File: config.mk
export PLATFORM = sky130hd
export DESIGN_NAME = program_loader
export DESIGN_NICKNAME = d
export VERILOG_FILES = /design/src/rtl/program_loader_pkg.sv /design/src/rtl/hold_timer.sv /design/src/rtl/program_loader.sv
export SDC_FILE = /design/constraint.sdc
export NUM_CORES = 1
export LEC_CHECK = 0
export ABC_CLOCK_PERIOD_IN_PS = 2120
export CORE_ASPECT_RATIO = 1.5
export CORE_UTILIZATION = 50
export DETAILED_ROUTE_END_ITERATION = 10
export MAX_ROUTING_LAYER = met4
export PLACE_DENSITY_LB_ADDON = 0.2
export SYNTH_ARGS = -nofsm -noshare
export SYNTH_HDL_FRONTEND = slang
export SYNTH_HIERARCHICAL = 1
export SYNTH_SLANG_ARGS = --single-unit
export TNS_END_PERCENT = 50
File: constraint.sdc
create_clock -name clock -period 2.12 [get_ports clock]
set_input_delay 0.212 -clock clock [delete_from_list [all_inputs] [get_ports clock]]
set_output_delay 0.212 -clock clock [all_outputs]
set_load 0.05 [all_outputs]
File: src/rtl/program_loader_pkg.sv
// Shared definitions for the program-memory loader: default widths and state encodings.
package program_loader_pkg;

  localparam int unsigned DefAddrW = 12;
  localparam int unsigned DefDataW = 8;

  localparam logic [2:0] StIdle    = 3'd0;
  localparam logic [2:0] StHdrHi   = 3'd1;
  localparam logic [2:0] StHdrLo   = 3'd2;
  localparam logic [2:0] StData    = 3'd3;
  localparam logic [2:0] StChk     = 3'd4;
  localparam logic [2:0] StRelease = 3'd5;

  // States in which a host byte can be consumed.
  function automatic logic accepts_host(input logic [2:0] st);
    return (st == StHdrHi) || (st == StHdrLo) || (st == StData) || (st == StChk);
  endfunction

endpackage

File: src/rtl/hold_timer.sv
// 4-bit load/down-counter; expire_o pulses while enabled and the count has reached zero.
module hold_timer (
  input  logic       clk_i,
  input  logic       rst_ni,
  input  logic       load_i,
  input  logic [3:0] load_val_i,
  input  logic       en_i,
  output logic       expire_o
);

  logic [3:0] count_q, count_d;

  always_comb begin
    count_d = count_q;
    if (load_i) begin
      count_d = load_val_i;
    end else if (en_i && (count_q != 4'd0)) begin
      count_d = count_q - 4'd1;
    end
  end

  always_ff @(posedge clk_i or negedge rst_ni) begin
    if (!rst_ni) begin
      count_q <= 4'd0;
    end else begin
      count_q <= count_d;
    end
  end

  assign expire_o = en_i && (count_q == 4'd0);

endmodule

File: src/rtl/program_loader.sv
// Host-to-program-memory loader: header (length), data bytes, optional checksum byte, then a
// timed cpu_hold release. Define LOADER_CHECKSUM_EN to enable the trailing checksum byte.
module program_loader
  import program_loader_pkg::*;
#(
  parameter int unsigned ADDR_W      = DefAddrW,
  parameter int unsigned DATA_W      = DefDataW,
  parameter int unsigned HOLD_CYCLES = 4
) (
  input  logic              clock,
  input  logic              reset,
  input  logic              load_start,
  input  logic              load_abort,
  input  logic              host_valid,
  input  logic [DATA_W-1:0] host_data,
  output logic              host_ready,
  output logic              mem_we,
  output logic [ADDR_W-1:0] mem_addr,
  output logic [DATA_W-1:0] mem_data,
  output logic              cpu_hold,
  output logic              busy,
  output logic              done,
  output logic              load_err
);

  logic [2:0]        state_q, state_d;
  logic [ADDR_W-9:0] len_hi_q, len_hi_d;
  logic [ADDR_W-1:0] cnt_q, cnt_d;
  logic [ADDR_W-1:0] addr_q, addr_d;
  logic [ADDR_W-1:0] mem_addr_q, mem_addr_d;
  logic [DATA_W-1:0] mem_data_q, mem_data_d;
  logic              mem_we_q, mem_we_d;
  logic              done_q, done_d;
  logic              err_q, err_d;
  logic              xfer;
  logic              hold_expire;

`ifdef LOADER_CHECKSUM_EN
  logic [DATA_W-1:0] sum_q, sum_d;
  logic [DATA_W-1:0] chk_total;
  assign chk_total = sum_q + host_data;
`endif

  assign host_ready = accepts_host(state_q);
  assign xfer       = host_valid && host_ready;

  hold_timer u_hold_timer (
    .clk_i      (clock),
    .rst_ni     (reset),
    .load_i     (state_q != StRelease),
    .load_val_i (4'(HOLD_CYCLES - 1)),
    .en_i       (state_q == StRelease),
    .expire_o   (hold_expire)
  );

  always_comb begin
    state_d    = state_q;
    len_hi_d   = len_hi_q;
    cnt_d      = cnt_q;
    addr_d     = addr_q;
    mem_addr_d = mem_addr_q;
    mem_data_d = mem_data_q;
    mem_we_d   = 1'b0;
    done_d     = 1'b0;
    err_d      = err_q;
`ifdef LOADER_CHECKSUM_EN
    sum_d      = sum_q;
`endif
    if (state_q == StIdle) begin
      if (load_start) begin
        state_d = StHdrHi;
        err_d   = 1'b0;
      end
    end else if (load_abort) begin
      // Abort takes priority over any byte offered in the same cycle.
      state_d = StIdle;
      err_d   = 1'b1;
    end else begin
      case (state_q)
        StHdrHi: begin
          if (xfer) begin
            len_hi_d = host_data[ADDR_W-9:0];
            state_d  = StHdrLo;
          end
        end
        StHdrLo: begin
          if (xfer) begin
            cnt_d   = {len_hi_q, host_data};
            addr_d  = '0;
            state_d = StData;
`ifdef LOADER_CHECKSUM_EN
            sum_d   = '0;
`endif
          end
        end
        StData: begin
          if (xfer) begin
            mem_we_d   = 1'b1;
            mem_addr_d = addr_q;
            mem_data_d = host_data;
`ifdef LOADER_CHECKSUM_EN
            sum_d      = chk_total;
`endif
            // cnt_q holds bytes remaining minus one; addr stays put on the final byte.
            if (cnt_q == '0) begin
`ifdef LOADER_CHECKSUM_EN
              state_d = StChk;
`else
              state_d = StRelease;
`endif
            end else begin
              cnt_d  = cnt_q - 1'b1;
              addr_d = addr_q + 1'b1;
            end
          end
        end
`ifdef LOADER_CHECKSUM_EN
        StChk: begin
          if (xfer) begin
            if (chk_total != '0) begin
              err_d = 1'b1;
            end
            state_d = StRelease;
          end
        end
`endif
        StRelease: begin
          if (hold_expire) begin
            state_d = StIdle;
            done_d  = 1'b1;
          end
        end
        default: state_d = StIdle;
      endcase
    end
  end

  always_ff @(posedge clock or negedge reset) begin
    if (!reset) begin
      state_q    <= StIdle;
      len_hi_q   <= '0;
      cnt_q      <= '0;
      addr_q     <= '0;
      mem_addr_q <= '0;
      mem_data_q <= '0;
      mem_we_q   <= 1'b0;
      done_q     <= 1'b0;
      err_q      <= 1'b0;
`ifdef LOADER_CHECKSUM_EN
      sum_q      <= '0;
`endif
    end else begin
      state_q    <= state_d;
      len_hi_q   <= len_hi_d;
      cnt_q      <= cnt_d;
      addr_q     <= addr_d;
      mem_addr_q <= mem_addr_d;
      mem_data_q <= mem_data_d;
      mem_we_q   <= mem_we_d;
      done_q     <= done_d;
      err_q      <= err_d;
`ifdef LOADER_CHECKSUM_EN
      sum_q      <= sum_d;
`endif
    end
  end

  assign busy     = (state_q != StIdle);
  assign cpu_hold = busy;
  assign mem_we   = mem_we_q;
  assign mem_addr = mem_addr_q;
  assign mem_data = mem_data_q;
  assign done     = done_q;
  assign load_err = err_q;

endmodule

Word level (Yosys, flattened, before mapping)
Index checks and enable logic that the tools add are counted.

operators by class
  add/subtract/negate cells = 3
  equal/unequal tests = 15
  mux-type cells = 30
  bitwise operators = 2
  reduce and logical (&&, ||, !) cells = 19

operators with widths
  cell                                                   count
  two-way mux 12 bit                                     6
  case mux 12 bit (2 select lines)                       2
  two-way mux 3 bit                                      8
  adder 12 x 1 -> 12 bit, second input constant          1
  zero test 12 bit                                       1
  inequality test 4 x 3 -> 1 bit, second input constant  3
  case mux 3 bit (4 select lines)                        1
  AND reduction 6 bit                                    2
  subtractor 12 x 1 -> 12 bit, second input constant     1
  two-way mux 1 bit                                      11
  two-way mux 4 bit                                      2
  inequality test 2 bit, second input constant           4
  AND reduction 4 bit                                    2
  equality test 3 x 2 -> 1 bit, second input constant    2
  equality test 3 bit, second input constant             2
  nonzero test 2 bit                                     3
  zero test 4 bit                                        1
  inequality test 4 x 2 -> 1 bit, second input constant  1
  inequality test 4 bit, second input constant           1
  nonzero test 4 bit                                     1
  subtractor 4 x 1 -> 4 bit, second input constant       1
  equality test 3 x 1 -> 1 bit, second input constant    1
  logical AND 1 bit                                      3
  zero test 3 bit                                        1
  5 further kinds                                        8

word-level totals
  register bits after elaboration = 58
  input port bits = 13
  output and inout bits = 26

Logic depth before layout (Yosys ltp)
  depth after elaboration = 9
  depth in mapped cells = 8

Modules after synthesis
Netlist, hierarchy kept.

by module, submodules not included
  module          instances  cells each  area each (µm²)
  program_loader  1          252         2741.4
  hold_timer      1          28          250.2

Worst setup path before layout
OpenSTA, ideal clock, no wires.

  kind = register -> register
  from = reg cnt_q[0]
  to = reg cnt_q[10]
  data arrival time = 1.842 ns
  data required time = 1.987 ns
  setup slack = 0.146 ns
  stages on the path, launching flop included = 8
  buffers on the path = 1
  cells stage by stage = dfrtp_1 inv_1 ha_1 or3b_2 clkbuf_1 o41a_2 o31ai_1 o21ai_0

on the way
  word-level cells in the longest chain between the ends = 4
  elaborated cells between the ends (all ways) = 7

RTL lines
  element                           line                   RTL
  start, declared                   program_loader.sv:28   logic [ADDR_W-1:0] cnt_q, cnt_d;
  start signal, assigned            program_loader.sv:155  cnt_q <= cnt_d;
  subtractor 12 x 1 -> 12 bit       program_loader.sv:112  cnt_d = cnt_q - 1'b1;
  two-way mux 12 bit                program_loader.sv:105  if (cnt_q == '0) begin
  two-way mux 12 bit                program_loader.sv:97   if (xfer) begin
  case mux 12 bit (2 select lines)  program_loader.sv:79   case (state_q)

Parallel ways exist; a longest one is shown, timed or not. The select of a mux whose other input is x is not followed.
A chain may end at the register's enable or synchronous reset.

Worst setup path in the final report
  from = reg cnt_q[7]
  to = reg cnt_q[9]

The elaborated chain is that of the path after synthesis.

==> flow_summary.yaml <==
synth:
  synth-edff-count: 0
  syn_inst: 280
  netlist_area_mm2: 0.00299
  syn_avg_cell_area_um2: 10.7
  synth.distinct_cells: 55
  synth-async-reset-ratio_pct: 100
  ys_seq_area_share_pct: 48.5
  yosys_warnings: 6
  synth-seq-cells: 58
  yosys_most_used_dff: "dfrtp_1"
global_routing:
  grt_max_degree: 37
  grt.busiest_layer: "met2"
  use_met2_pct: 36.4
  grt_overflow: 0
  grt.met1_usage_pct: 29.0
  grt_pass1_wl_um: 11300
  globalRouteMet3Util_pct: 5.78
  grt_util_all_layers_pct: 24.1
  grt_antenna_before_repair: 0
  grt_pass1_vias: 2386
layout:
  ff_latch_area_mm2: 0.00145
  synthToLayoutAreaGrowth_pct: 24.4
  antenna_cells: 0
  fin_cells: 405
  final_cell_mix: "dfrtp_1, clkdlybuf4s50_1, mux2_2, o21ai_0, buf_4"
  drive_above_1_share_pct: 19.8
  multi_input_area_mm2: 0.00141
  finish.utilization_pct: 64.3
  nets: 345
  fillers: 486
  mostFrequentLayoutCell: "dfrtp_1"
drt:
  wire_per_inst_um: 16.1
  drt_iter0_markers: 150
  num_vias: 2440
  post-route-drc-count: 0
  finalWirelength_um: 6520
  vias_per_cell: 6.02
  drt_pass1_iterations: 4
  ant_nets: 0
power:
  max-vdd-ir-drop_v: 0.000933
  p_per_area_mw_per_mm2: 1160
  leakagePower_nw: 1.58
cts:
  cts_tree: "done"
  cts_buffers: 9
  clock_latency_ns: 0.34
  cts_max_level: 3
  cts_root_buffer: "clkbuf_8"
  clkTransAtPathRegs_ns: 0.07
  clockBufferDepth: 2
  numClockSinks: 58
flow_run:
  max-cap-violations: 0
worst_setup_path:
  path_max_fanout: 5
  crit_type: "flop to flop"
  worstSetupStartpointType: "flop"
  required_ns: 2.39
  cp.arrival_ns: 2.27
  endpoint_kind: "flop"
floorplan:
  design.die.area_mm2: 0.00630
  start_util_pct: 51.7
  io_pins: 39
  core_area_mm2: 0.00579
  num_rows: 34
  fp.dieH_um: 96.7
  die_w_um: 65.2
sta:
  layout_min_cycle_time_ns: 2.00
  fin_worst_skew_ns: 0.00695
  finalSetupViolCount: 0
  maxSlewViolCount: 0
  rsz0062_at_grt: "false"
  hold_viol: 0
  worstMarginPinSlew_ns: 0.607
  setup-tns-final_ns: 0
  slew_headroom_pct: 59.5
  finalCritPeriodShare_pct: 94.4
  fmaxAchievable_mhz: 500
placement:
  globalplace.congestion: 0.877
  dp.cells: 386
  post-dp-hpwl_um: 4560
  portBuffers: 38
min_path:
  worstHoldPathType: "input port to async pin"
run_status:
  status: "finished clean"
-- Yosys cell counts (4+ instances only) --
master	number	area, µm²
a21oi_1	13	65.1
a31oi_1	5	31.3
and3_1	5	31.3
buf_2	4	20.0
buf_6	4	45.0
clkbuf_1	9	33.8
dfrtp_1	58	1450
ha_1	4	50.1
inv_1	9	33.8
mux2_2	25	282
nand2_1	12	45.0
nand3_1	9	45.0
nand4_1	6	37.5
nor2_1	11	41.3
nor3_1	10	50.1
nor4_1	5	31.3
o21ai_0	15	75.1
o31ai_1	9	67.6
or4_1	7	52.6
-- worst paths after layout --
kind / endpoint / slack [ns] / from / cells past startpoint
max in group asynchronous: cnt_q[0] / 1.15 / reset / 3
worst max register to register: cnt_q[9] / 0.12 / cnt_q[7] / 4
worst min register to register: mem_addr[11] / 0.51 / mem_addr[11] / 1
min in group clock: load_err / 0.47 / load_start / 2
worst min-delay path: mem_addr[5] / 0.39 / reset / 2
worst max-delay path: cnt_q[9] / 0.12 / cnt_q[7] / 4
-- critical path, stage by stage (launching register included) --
cell and delay [ns]:
dfrtp_1 0.41, or4_4 0.58, or3_1 0.38, or4b_1 0.47, nand3_1 0.09
-- through the flow --
stage | total power, mW | hold WS (ns) | area (µm²) | setup slack [ns]
2_1_floorplan | 2.70 | -0.0836 | 3000 | 0.146
3_3_place_gp | 3.15 | 0.228 | 3470 | 0.144
3_5_place_dp | 3.20 | 0.228 | 3470 | 0.0527
4_1_cts | 4.32 | 0.397 | 3700 | 0.0405
5_1_grt | 4.54 | 0.439 | 3720 | 0.0104
6_report | 4.32 | 0.386 | 3720 | 0.119
-- power by group --
group	internal [mW]	total [mW]	switching [mW]	leakage, nW
Sequential	1.38	1.65	0.271	0.751
Clock	0.690	1.12	0.434	0.109
Combinational	0.603	1.54	0.936	0.719
Total	2.67	4.32	1.64	1.58
-- logic make-up after synthesis --
group | after synthesis | share of synthesized area [%]
xor gates and xnor gates | 1 | 0.293
adders and majority gates | 4 | 1.67
muxes | 26 | 9.74
and+or+nand+nor | 90 | 18.3
buffers and inverters | 28 | 4.93
other | 2 | 0.251
AOI/OAI and AO/OA | 71 | 16.3
DFF | 58 | 48.5
-- timing repair --
action | CTS | global route
hold endpoints to repair | 22 | 0
hold buffers | 1 | 0
setup endpoints to repair | 2 | 6
pin swaps | 0 | 1
buffers inserted | 0 | 2
gates resized for setup | 2 | 2
-- final cells by class --
type | count | area share (%)
multi-input cells | 196 | 37.9
well taps | 72 | 2.42
repair buffers | 54 | 13.9
clock buffers | 11 | 3.80
clock inverters | 5 | 2.08
inverters | 9 | 0.908
flip-flops and latches | 58 | 39.0
-- sequential cells by signal (all words and copies together), names as in the netlist --
signal                flops
mem_data                  8
cnt_q                    12
u_hold_timer/count_q      4
state_q                   3
mem_addr                 12
load_err                  1
mem_we                    1
addr_q                   12
len_hi_q                  4
done                      1
-- per-layer routing --
layer / share of wire (%) / up-vias
met3: 4.0 / 17
met4: 3.1 / 0
met1: 41 / 1188
met5: 0 / -
li1: - / 1164
met2: 52 / 71
Note: power is estimated with default switching activity, not from simulation.
